==> src/rtl/pc_seq_pkg.sv <==
// Shared definitions for the program-counter sequencer: next-PC select encodings
// and the default address width.
package pc_seq_pkg;

    localparam int ADDR_W_DEF = 16;

    typedef enum logic [1:0] {
        MODE_INC = 2'b00,
        MODE_REL = 2'b01,
        MODE_ABS = 2'b10,
        MODE_RET = 2'b11
    } mode_e;

endpackage

==> src/rtl/pc_seq_ras.sv <==
// Circular return-address stack. When it is full, a push overwrites the oldest entry.
// A pop on an empty stack leaves the stack unchanged.
module pc_ras #(
    parameter int W     = 16,
    parameter int DEPTH = 4
) (
    input  logic         clk,
    input  logic         reset,
    input  logic         push,
    input  logic         pop,
    input  logic [W-1:0] din,
    output logic [W-1:0] dout,
    output logic         empty,
    output logic         full,
    output logic         ovf,
    output logic         unf
);

    localparam int PW = $clog2(DEPTH);
    localparam int CW = $clog2(DEPTH + 1);

    logic [PW-1:0] tp_q, tp_d;
    logic [PW-1:0] wr_ptr;
    logic [CW-1:0] count_q, count_d;
    logic [W-1:0]  mem_q [DEPTH];

    assign wr_ptr = tp_q + 1'b1;
    assign empty  = (count_q == CW'(0));
    assign full   = (count_q == CW'(DEPTH));
    assign ovf    = push & full;
    assign unf    = pop & empty;
    assign dout   = mem_q[tp_q];

    always_comb begin
        tp_d    = tp_q;
        count_d = count_q;
        if (push) begin
            tp_d = wr_ptr;
            if (!full) begin
                count_d = count_q + 1'b1;
            end
        end else if (pop && !empty) begin
            tp_d    = tp_q - 1'b1;
            count_d = count_q - 1'b1;
        end
    end

    always_ff @(posedge clk or posedge reset) begin
        if (reset) begin
            tp_q    <= '0;
            count_q <= '0;
        end else begin
            tp_q    <= tp_d;
            count_q <= count_d;
        end
    end

    // Entries need no reset: the stack is never read while count is zero.
    always_ff @(posedge clk) begin
        if (push) begin
            mem_q[wr_ptr] <= din;
        end
    end

endmodule

==> src/rtl/pc_seq_unit.sv <==
// Registered program-counter sequencer. It selects increment, relative branch, absolute jump
// or return, and keeps call return addresses on an internal circular stack.
module pc_seq_unit
    import pc_seq_pkg::*;
#(
    parameter int               ADDR_W    = ADDR_W_DEF,
    parameter int               RAS_DEPTH = 4,
    parameter logic [ADDR_W-1:0] RESET_VEC = '0
) (
    input  logic              clk,
    input  logic              reset,
    input  logic              en,
    input  logic [1:0]        mode,
    input  logic              call,
    input  logic [ADDR_W-1:0] imm,
    input  logic              err_clr,
    output logic [ADDR_W-1:0] pc,
    output logic              ras_empty,
    output logic              ras_full,
    output logic              ras_err
);

    logic [ADDR_W-1:0] pc_q, pc_d;
    logic              err_q, err_d;
    logic [ADDR_W-1:0] pc_inc;
    logic [ADDR_W-1:0] ras_top;
    logic              ras_push, ras_pop, ras_ovf, ras_unf;

    assign pc_inc = pc_q + 1'b1;

    // A push is possible only with REL or ABS, so a push and a pop never happen together.
    assign ras_push = en & call & ((mode == MODE_REL) | (mode == MODE_ABS));
    assign ras_pop  = en & (mode == MODE_RET);

    pc_ras #(
        .W     (ADDR_W),
        .DEPTH (RAS_DEPTH)
    ) u_ras (
        .clk   (clk),
        .reset (reset),
        .push  (ras_push),
        .pop   (ras_pop),
        .din   (pc_inc),
        .dout  (ras_top),
        .empty (ras_empty),
        .full  (ras_full),
        .ovf   (ras_ovf),
        .unf   (ras_unf)
    );

    always_comb begin
        pc_d = pc_q;
        if (en) begin
            unique case (mode)
                MODE_INC: pc_d = pc_inc;
                MODE_REL: pc_d = pc_q + imm;
                MODE_ABS: pc_d = imm;
                MODE_RET: pc_d = ras_empty ? pc_inc : ras_top;
                default:  pc_d = pc_inc;
            endcase
        end
    end

    // If an error occurs in the same cycle as a clear, the error takes priority.
    always_comb begin
        err_d = err_q;
        if (ras_ovf || ras_unf) begin
            err_d = 1'b1;
        end else if (err_clr) begin
            err_d = 1'b0;
        end
    end

    always_ff @(posedge clk or posedge reset) begin
        if (reset) begin
            pc_q  <= RESET_VEC;
            err_q <= 1'b0;
        end else begin
            pc_q  <= pc_d;
            err_q <= err_d;
        end
    end

    assign pc      = pc_q;
    assign ras_err = err_q;

endmodule

==> config.mk <==
export PLATFORM = sky130hd
export DESIGN_NAME = pc_seq_unit
export DESIGN_NICKNAME = d
export VERILOG_FILES = /design/src/rtl/pc_seq_pkg.sv /design/src/rtl/pc_seq_ras.sv /design/src/rtl/pc_seq_unit.sv
export SDC_FILE = /design/constraint.sdc
export NUM_CORES = 1
export LEC_CHECK = 0
export BUFFER_PORTS_ARGS = -buffer_cell sky130_fd_sc_hd__buf_2
export CAP_MARGIN = 10
export CORE_MARGIN = 3
export CORE_UTILIZATION = 54
export CTS_CLUSTER_DIAMETER = 150
export DETAILED_ROUTE_END_ITERATION = 8
export HOLD_SLACK_MARGIN = 0.05
export PLACE_DENSITY = 0.73
export SYNTH_ARGS = -nofsm -noshare
export SYNTH_HDL_FRONTEND = slang
export SYNTH_SLANG_ARGS = --single-unit
==> constraint.sdc <==
create_clock -name clk -period 2.2 [get_ports clk]
set_input_delay 0.11 -clock clk [delete_from_list [all_inputs] [get_ports clk]]
set_output_delay 0.11 -clock clk [all_outputs]
set_load 0.02 [all_outputs]
==> reports/results.ini, run 1 <==
[status]
status=finished, final reports clean

[final_layout]
num_antenna_cells=0
syn_to_final_growth_pct=17.9
layoutNonFillerInstCount=621
drive_gt1_share_pct=28.8
n_fill_cell=671
layout.nets=557

[timing]
finalClockSkew_ns=0.0156
setup_viol=0
tightest_slew_ns=0.809
report.final.slew_viol_count=0
slew_headroom_pct=46.1
finalCriticalPeriod_ns=2.13
worst_slack_ns=0.0697
period_share_pct=96.8
max_freq_ghz=0.469
rsz0062_at_grt=true
hold_viol_final=0

[run]
drv_cap=0

[logic_synthesis]
async_flop_share_pct=25.6
yosys_warnings=0
synthCells=432
synthTopCellsByArea=edfxtp_1 (38%), dfrtp_1 (11%), mux4_2 (7.2%)
synth_nets=481
syn_area_mm2=0.00503
synth-edff-count=64
ys_seq_area_share_pct=49.2
syn_avg_cell_area_um2=11.6
synth_cell_types=62
ys_ff_latch=86
synth_flop_cell=edfxtp_1
synth_top_area_share_pct=38.2
synth_largest_area_cell=edfxtp_1

[clock_tree]
htree_levels=3
cts.sinks=86
cts_tree=done
cts_root_buf=clkbuf_8
insertion_delay_ns=0.36
ctsLongestPathBuffers=2
clk_pin_slew_ns=0.10
cts_buffers=9

[die]
ioPinCount=42
start_util_pct=56.6
dieArea_mm2=0.0105
die_h_um=103
die_w_um=103
core_mm2=0.00889
rows=34

[placement]
hpwl_um=9180
gp_congestion=1.02
place_ws_ns=-0.0231
port_buffers=41
dp.cells=601

[power]
power.switching_mw=2.76
cellLeakagePower_nw=2.32
pwr-share-clk_pct=16.5
p_int_mw=4.16
combPwrFrac_pct=49.5
p_sw_share_pct=39.9
peakVddDrop_mv=0.444
p_per_area_mw_per_mm2=1170
seqPwrFrac_pct=34.0

[worst_setup_path]
reg2reg_from=pc[0]$_DFFE_PP0P_
timing.critical_path.max_delay_family=compound AO/OA/AOI/OAI gates
arrival_ns=2.38
rrSetupSlack_ns=0.07
cp_slowest_cell=dfrtp_2
critical_path_class=register to register
rr_worst_depth=9
max_stage_delay_ns=0.44
worst-path-buf-inv=1
required_ns=2.45
crit_path_cell_trace=ha_4 -> inv_2 -> fa_2 -> nand2b_4 -> a21o_1 -> nand3_2 -> a2111oi_4 -> xnor2_1 -> a211o_1
critPathMaxFanout=3
start_kind=register
cp-startpoint=pc[0]$_DFFE_PP0P_
critical_path.endpoint_type=register
worstReg2RegEnd=pc[14]$_DFFE_PP0P_

[detailed_routing]
viasPerCell=6.25
postRouteWirelength_um=12500
drc=0
drtIter0Drc=304
ant_nets=0
wire_per_inst_um=20.1
drt_pass1_iterations=6
routed-via-count=3884

[worst_hold_path]
hold_start=imm[2]
worstHoldPathCells=3
hold_class=primary input to register
min_to=pc[2]$_DFFE_PP0P_

[global_route]
grt_use_total_pct=25.2
grt_max_degree=29
grt_pass1_vias=3675
grt_pass1_wl_um=19800
antenna_found_initial=0
overflow=0

layout by cell type, fill, tap and decap left out, drive strengths merged, types with 3 or more instances in the layout:
cell type / synthesis / final
a211oi: 4 / 4
a21o: 6 / 6
a21oi: 29 / 29
a221oi: 8 / 8
a222oi: 4 / 4
a22oi: 6 / 6
a31oi: 6 / 6
and2: 8 / 8
buf: 11 / 84
clkbuf: 10 / 9
clkinv: 1 / 4
dfrtp: 22 / 22
edfxtp: 64 / 64
ha: 24 / 24
inv: 24 / 27
mux2: 3 / 3
mux4: 16 / 16
nand2: 37 / 37
nand2b: 6 / 6
nand3: 13 / 13
nand4: 5 / 5
nor2: 28 / 28
nor3: 6 / 6
nor3b: 3 / 3
o211ai: 4 / 4
o21ai: 19 / 19
o22ai: 6 / 6
o31ai: 4 / 4
xnor2: 20 / 20
xor2: 9 / 9
timing repair:
item / CTS / global route
hold endpoints to repair: 17 / 0
setup endpoints to repair: 1 / 10
gates resized for setup: 2 / 17
hold buffers: 2 / 0
setup buffers: 0 / 2
pin swaps: 0 / 7
metrics by stage:
step	total power [mW]	utilization [%]	TNS, ns	cell area, um^2	hold WS, ns
after floorplan	4.57	-	0	5030	0.0992
after global placement	5.55	62.8	0	5580	0.263
after detailed placement	5.63	62.8	-0.0231	5580	0.256
after CTS	6.80	65.5	0	5820	0.0707
after global routing	7.34	66.7	-0.0188	5930	0.108
final	6.92	66.7	0	5930	0.0818
worst reg2reg max path, stage by stage (launching register included):
cell and delay, ns:
dfrtp_2 0.44, ha_4 0.18, inv_2 0.05, fa_2 0.19
nand2b_4 0.12, a21o_1 0.20, nand3_2 0.15, a2111oi_4 0.33
xnor2_1 0.11, a211o_1 0.25
final cells by class:
| type | count | area [um^2] | area share [%] |
|---|---|---|---|
| Inverter | 25 | 93.8 | 1.58 |
| Timing Repair Buffer | 86 | 561 | 9.46 |
| Tap cell | 108 | 135 | 2.28 |
| Multi-Input combinational cell | 300 | 2460 | 41.5 |
| Clock buffer | 9 | 124 | 2.09 |
| Sequential cell | 86 | 2470 | 41.7 |
| Clock inverter | 7 | 81.3 | 1.37 |
worst max path at each step:
stage / cells after the start / to / slack (ns)
6_report: 9 / pc[14]$_DFFE_PP0P_ / 0.07
5_1_grt: 9 / pc[14]$_DFFE_PP0P_ / -0.02
4_1_cts: 9 / pc[4]$_DFFE_PP0P_ / 0.02
3_5_place_dp: 9 / pc[14]$_DFFE_PP0P_ / -0.02
3_3_place_gp: 9 / pc[14]$_DFFE_PP0P_ / 0.06
2_1_floorplan: 8 / pc[14]$_DFFE_PP0P_ / 0.02
cell usage after synthesis (all sizes together), types with 11 or more instances:
cell and count:
edfxtp 64, nand2 37, a21oi 29, nor2 28, ha 24, inv 24
dfrtp 22, xnor2 20, o21ai 19, mux4 16, nand3 13, buf 11
cell families after synthesis:
family / after synthesis / synth area share [%]
multiplexers: 21 / 8.24
AO/OA/AOI/OAI: 110 / 15.4
AND/OR/NAND/NOR: 114 / 11.3
XOR/XNOR: 29 / 5.05
flip-flops: 86 / 49.2
buffers and inverters: 46 / 4.03
adder cells (fa/ha/maj): 26 / 6.77
power by group through the flow:
stage          combinational, mW  sequential [mW]  clock [mW]
3_3_place_gp                3.19             2.36           0
5_1_grt                     3.72             2.40        1.23
2_1_floorplan               2.04             2.53           0
6_report                    3.43             2.35        1.14
3_5_place_dp                3.25             2.38           0
4_1_cts                     3.29             2.35        1.16
per-layer routing:
layer	global-route usage (%)	vias up	part of all wire (%)
met5	0	-	0
met4	8.58	0	1.6
met3	3.38	20	7.9
met2	37.3	202	46
met1	38.4	1872	45
li1	-	1790	-
flip-flops by register name, summed over array words and instances, names as in the netlist:
register / flops
u_ras.mem_q: 64
u_ras.tp_q: 2
pc: 16
ras_err: 1
u_ras.count_q: 3
Note: power is estimated with default switching activity, not from simulation.
==> run 2, diff against run 1 <==
Settings changed: ABC_CLOCK_PERIOD_IN_PS from default to 2200, CORE_UTILIZATION 54 to 45, PLACE_DENSITY 0.73 to 0.62.
==> run 2 against run 1 <==
Compared with the run above:
- clock power shrank 4%
- first-iteration DRC count rose by 21%
- design area increased by 1.2%
- largest cell class unchanged
- highest routed layer unchanged
==> reports/results.ini, run 2 (same netlist as run 1, synthesis figures left out) <==
[clock_tree]
cts_tree=done
cts.sinks=86
cts_buffers=9
htree_levels=3
ctsLongestPathBuffers=2
insertion_delay_ns=0.36
clk_pin_slew_ns=0.10
cts_root_buf=clkbuf_8

[worst_setup_path]
critical_path.endpoint_type=register
rr_worst_depth=9
required_ns=2.45
start_kind=register
critical_path_class=register to register
rrSetupSlack_ns=0.01
reg2reg_from=pc[0]$_DFFE_PP0P_
critPathMaxFanout=3
worstReg2RegEnd=pc[14]$_DFFE_PP0P_
arrival_ns=2.44

[placement]
placed_cell_area_mm2=0.00570
place_ws_ns=-0.0125
hpwl_um=9710
port_buffers=41
gp_congestion=0.908

[global_route]
overflow=0
antenna_found_initial=0
grt_pass1_wl_um=20200
grt_use_total_pct=20.8
grt_max_degree=25
grt_pass1_vias=3722

[power]
combPwrFrac_pct=50.3
p_per_area_mw_per_mm2=1160
cellLeakagePower_nw=2.34
power.switching_mw=2.74
p_sw_share_pct=39.5
p_int_mw=4.19
pwr-share-clk_pct=15.8
seqPwrFrac_pct=33.8
total_power_mw=6.93
peakVddDrop_mv=0.544

[final_layout]
top_register=u_ras.mem_q
drive_gt1_share_pct=28.3
largest_register_ffs=64
final_area_mm2=0.00600
layout.nets=560
syn_to_final_growth_pct=19.3
layout_commonest_cell=edfxtp_1
layout_common_cells=edfxtp_1 (64), buf_2 (41), buf_4 (41), nand2_1 (37), nor2_1 (27)
num_antenna_cells=0

[timing]
report.final.slew_viol_count=0
timing.hold.ws_ns=0.0868
hold_viol_final=0
finalClockSkew_ns=0.0145
tightest_slew_ns=0.739
worst_slack_ns=0.0122
period_share_pct=99.4
slew_headroom_pct=50.7
finalCriticalPeriod_ns=2.19
setup_viol=0
max_freq_ghz=0.457
rsz0062_at_grt=true

[die]
core_mm2=0.0106
rows=37
die_w_um=112
start_util_pct=47.4
dieArea_mm2=0.0125
ioPinCount=42
die_h_um=112

[detailed_routing]
drt_pass1_iterations=5
routed-via-count=3777
ant_nets=0
drc=0
wire_per_inst_um=19.7
drtIter0Drc=369
postRouteWirelength_um=12800
viasPerCell=5.80

[worst_hold_path]
worstHoldPathCells=3
hold_start=imm[2]
hold_class=primary input to register
min_to=pc[2]$_DFFE_PP0P_

[status]
status=finished, final reports clean

[run]
drv_cap=0

## run 2: metrics by stage
| stage | setup TNS, ns | instances | utilization, % |
|---|---|---|---|
| 3_3_place_gp | 0 | 633 | 53.7 |
| 2_1_floorplan | 0 | 432 | - |
| 3_5_place_dp | -0.0125 | 633 | 53.7 |
| 4_1_cts | 0 | 650 | 55.7 |
| 6_report | 0 | 651 | 56.6 |
| 5_1_grt | -0.330 | 651 | 56.6 |
## run 2: area by class of cell
| type | instances | area [um^2] |
|---|---|---|
| Timing Repair Buffer | 89 | 633 |
| Multi-Input combinational cell | 300 | 2440 |
| Tap cell | 136 | 170 |
| Inverter | 25 | 93.8 |
| Sequential cell | 86 | 2470 |
| Clock buffer | 10 | 128 |
| Clock inverter | 5 | 57.6 |
| Fill cell | 898 | 4600 |
## run 2: power by group through the flow
stage                     registers (mW)  logic (mW)  clock network (mW)
after global routing                2.38        3.82                1.19
after detailed placement            2.37        3.34                   0
after floorplan                     2.53        2.04                   0
after global placement              2.36        3.30                   0
after CTS                           2.33        3.36                1.12
final                               2.34        3.49                1.10
## run 2: what timing repair did
item                       CTS  global route
setup endpoints to repair    1             9
setup buffers                0             1
hold endpoints to repair    17             0
hold buffers                 2             0
resized for setup            1            16
pin swaps                    0             5
## run 2: routing by layer
layer,wire (um),global-route usage [%],vias up
met4,260,8.11,0
met2,6010,32.6,114
li1,-,-,1790
met5,0,0,-
met1,5890,29.5,1856
met3,642,2.99,17
## run 2: critical path, stage by stage, from the launching register on
cell	delay [ns]
dfrtp_2	0.44
ha_4	0.17
inv_2	0.05
fa_2	0.21
nand2b_4	0.12
a21o_1	0.20
nand3_4	0.11
a2111oi_4	0.38
xnor2_1	0.13
a211o_1	0.26
## run 2: worst max path at each step
| stage | start | end | slack [ns] |
|---|---|---|---|
| 4_1_cts | pc[0]$_DFFE_PP0P_ | pc[14]$_DFFE_PP0P_ | 0.01 |
| 2_1_floorplan | pc[9]$_DFFE_PP0P_ | pc[14]$_DFFE_PP0P_ | 0.02 |
| 3_3_place_gp | pc[0]$_DFFE_PP0P_ | pc[14]$_DFFE_PP0P_ | 0.05 |
| 6_report | pc[0]$_DFFE_PP0P_ | pc[14]$_DFFE_PP0P_ | 0.01 |
| 5_1_grt | pc[0]$_DFFE_PP0P_ | pc[14]$_DFFE_PP0P_ | -0.11 |
| 3_5_place_dp | pc[0]$_DFFE_PP0P_ | pc[14]$_DFFE_PP0P_ | -0.01 |
==> run 3, diff against run 2 <==
Settings changed: ABC_CLOCK_PERIOD_IN_PS 2200 to 2650, PLACE_DENSITY 0.62 to 0.6, REMOVE_ABC_BUFFERS from default to 1.
Clock period 2.2 ns to 2.65 ns, I/O delays scaled along.
==> run 3 against run 2 <==
Compared with the run above:
- via count decreased by 2.1%
- critical path type unchanged
- largest cell class unchanged
- register-to-register slack improved by 0.30 ns
- first-iteration DRC count increased by 5.1%
- wire length decreased by 1.5%
- combinational power decreased by 30%
- sequential power decreased by 13%
- clock skew increased by 0.0082 ns
- non-clock buffer count decreased by 33
==> reports/results.ini, run 3 (same netlist as run 1, synthesis figures left out) <==
[status]
status=finished, final reports clean

[clock_tree]
insertion_delay_ns=0.36
ctsLongestPathBuffers=2
cts.sinks=86
clk_pin_slew_ns=0.11
htree_levels=3
cts_buffers=9
post_cts_buffers=0
cts_resized=0
cts_tree=done
cts_root_buf=clkbuf_8
holdBufCountCts=1

[die]
rows=37
core_mm2=0.0106
die_w_um=112
dieArea_mm2=0.0125
start_util_pct=47.4
die_h_um=112
ioPinCount=42

[final_layout]
layout.nets=527
layoutNonFillerInstCount=619
layout_common_cells=edfxtp_1 (64), buf_2 (41), nand2_1 (37), nor2_1 (27), a21oi_1 (26)
drive_gt1_share_pct=21.1
post-route-util_pct=53.1
top_register=u_ras.mem_q
final_area_mm2=0.00562
syn_to_final_growth_pct=11.8
layout_commonest_cell=edfxtp_1
num_antenna_cells=0
largest_register_ffs=64

[worst_hold_path]
hold_start=err_clr
hold_class=primary input to register

[timing]
period_share_pct=88.1
finalCriticalPeriod_ns=2.34
setup_viol=0
finalClockSkew_ns=0.0227
report.final.slew_viol_count=0
rsz0062_at_grt=false
hold_viol_final=0
timing.hold.ws_ns=0.0645
tns_ns=0
max_freq_ghz=0.428
slew_headroom_pct=34.4
tightest_slew_ns=0.982
worst_slack_ns=0.315

[detailed_routing]
viasPerCell=5.97
drtIter0Drc=388
drc=0
postRouteWirelength_um=12600
wire_per_inst_um=20.4
ant_nets=0
routed-via-count=3696
drt_pass1_iterations=7

[worst_setup_path]
cp-startpoint=pc[1]$_DFFE_PP0P_
start_kind=register
critPathMaxFanout=6
required_ns=2.90
reg2reg_from=pc[1]$_DFFE_PP0P_
critical_path_class=register to register
critical_path.endpoint_type=register
arrival_ns=2.59

[placement]
dp.cells=602
placed_cell_area_mm2=0.00541
place_ws_ns=0.341
gp_congestion=0.921
hpwl_um=9310
port_buffers=41

[global_route]
grt_max_degree=28
overflow=0
grt_pass1_vias=3504
grt_pass1_wl_um=19800
grt_use_total_pct=20.4
antenna_found_initial=0

[power]
peakVddDrop_mv=0.340
p_per_area_mw_per_mm2=959
total_power_mw=5.39
cellLeakagePower_nw=2.15

[run]
drv_cap=0

-- run 3: routing by layer --
| layer | part of all wire [%] | vias up | global-route usage [%] |
|---|---|---|---|
| met2 | 45 | 151 | 30.5 |
| met1 | 46 | 1794 | 30.6 |
| li1 | - | 1734 | - |
| met3 | 7.0 | 17 | 3.42 |
| met4 | 1.6 | 0 | 6.16 |
| met5 | 0 | - | 0 |
-- run 3: critical path: stages, from the launching register on --
cell and delay (ns):
dfrtp_1 0.47, ha_1 0.32, a211oi_1 0.27, o21ai_1 0.18, a31oi_1 0.46, o31ai_1 0.19, xnor2_1 0.16, a21o_1 0.16
-- run 3: layout make-up --
cell class,instances,area [um^2]
fillers,909,4980
flip-flops and latches,86,2470
multi-input cells,300,2350
repair buffers,56,333
well taps,136,170
clock buffers,9,124
inverters,25,93.8
clock inverters,7,77.6
-- run 3: final timing paths --
| path | to | slack [ns] | depth (start not counted) |
|---|---|---|---|
| max | pc[15]$_DFFE_PP0P_ | 0.31 | 7 |
| min | ras_err$_DFFE_PP0P_ | 0.06 | 4 |
| max reg2reg | pc[15]$_DFFE_PP0P_ | 0.31 | 7 |
| min reg2reg | ras_err$_DFFE_PP0P_ | 0.52 | 2 |
| max in group asynchronous | pc[9]$_DFFE_PP0P_ | 1.48 | 3 |
| min in group asynchronous | pc[8]$_DFFE_PP0P_ | 0.56 | 3 |
-- run 3: report_power, final --
group | internal [mW] | switching (mW) | total [mW]
Combinational | 1.01 | 1.44 | 2.45
Sequential | 1.77 | 0.271 | 2.04
Clock | 0.369 | 0.531 | 0.901
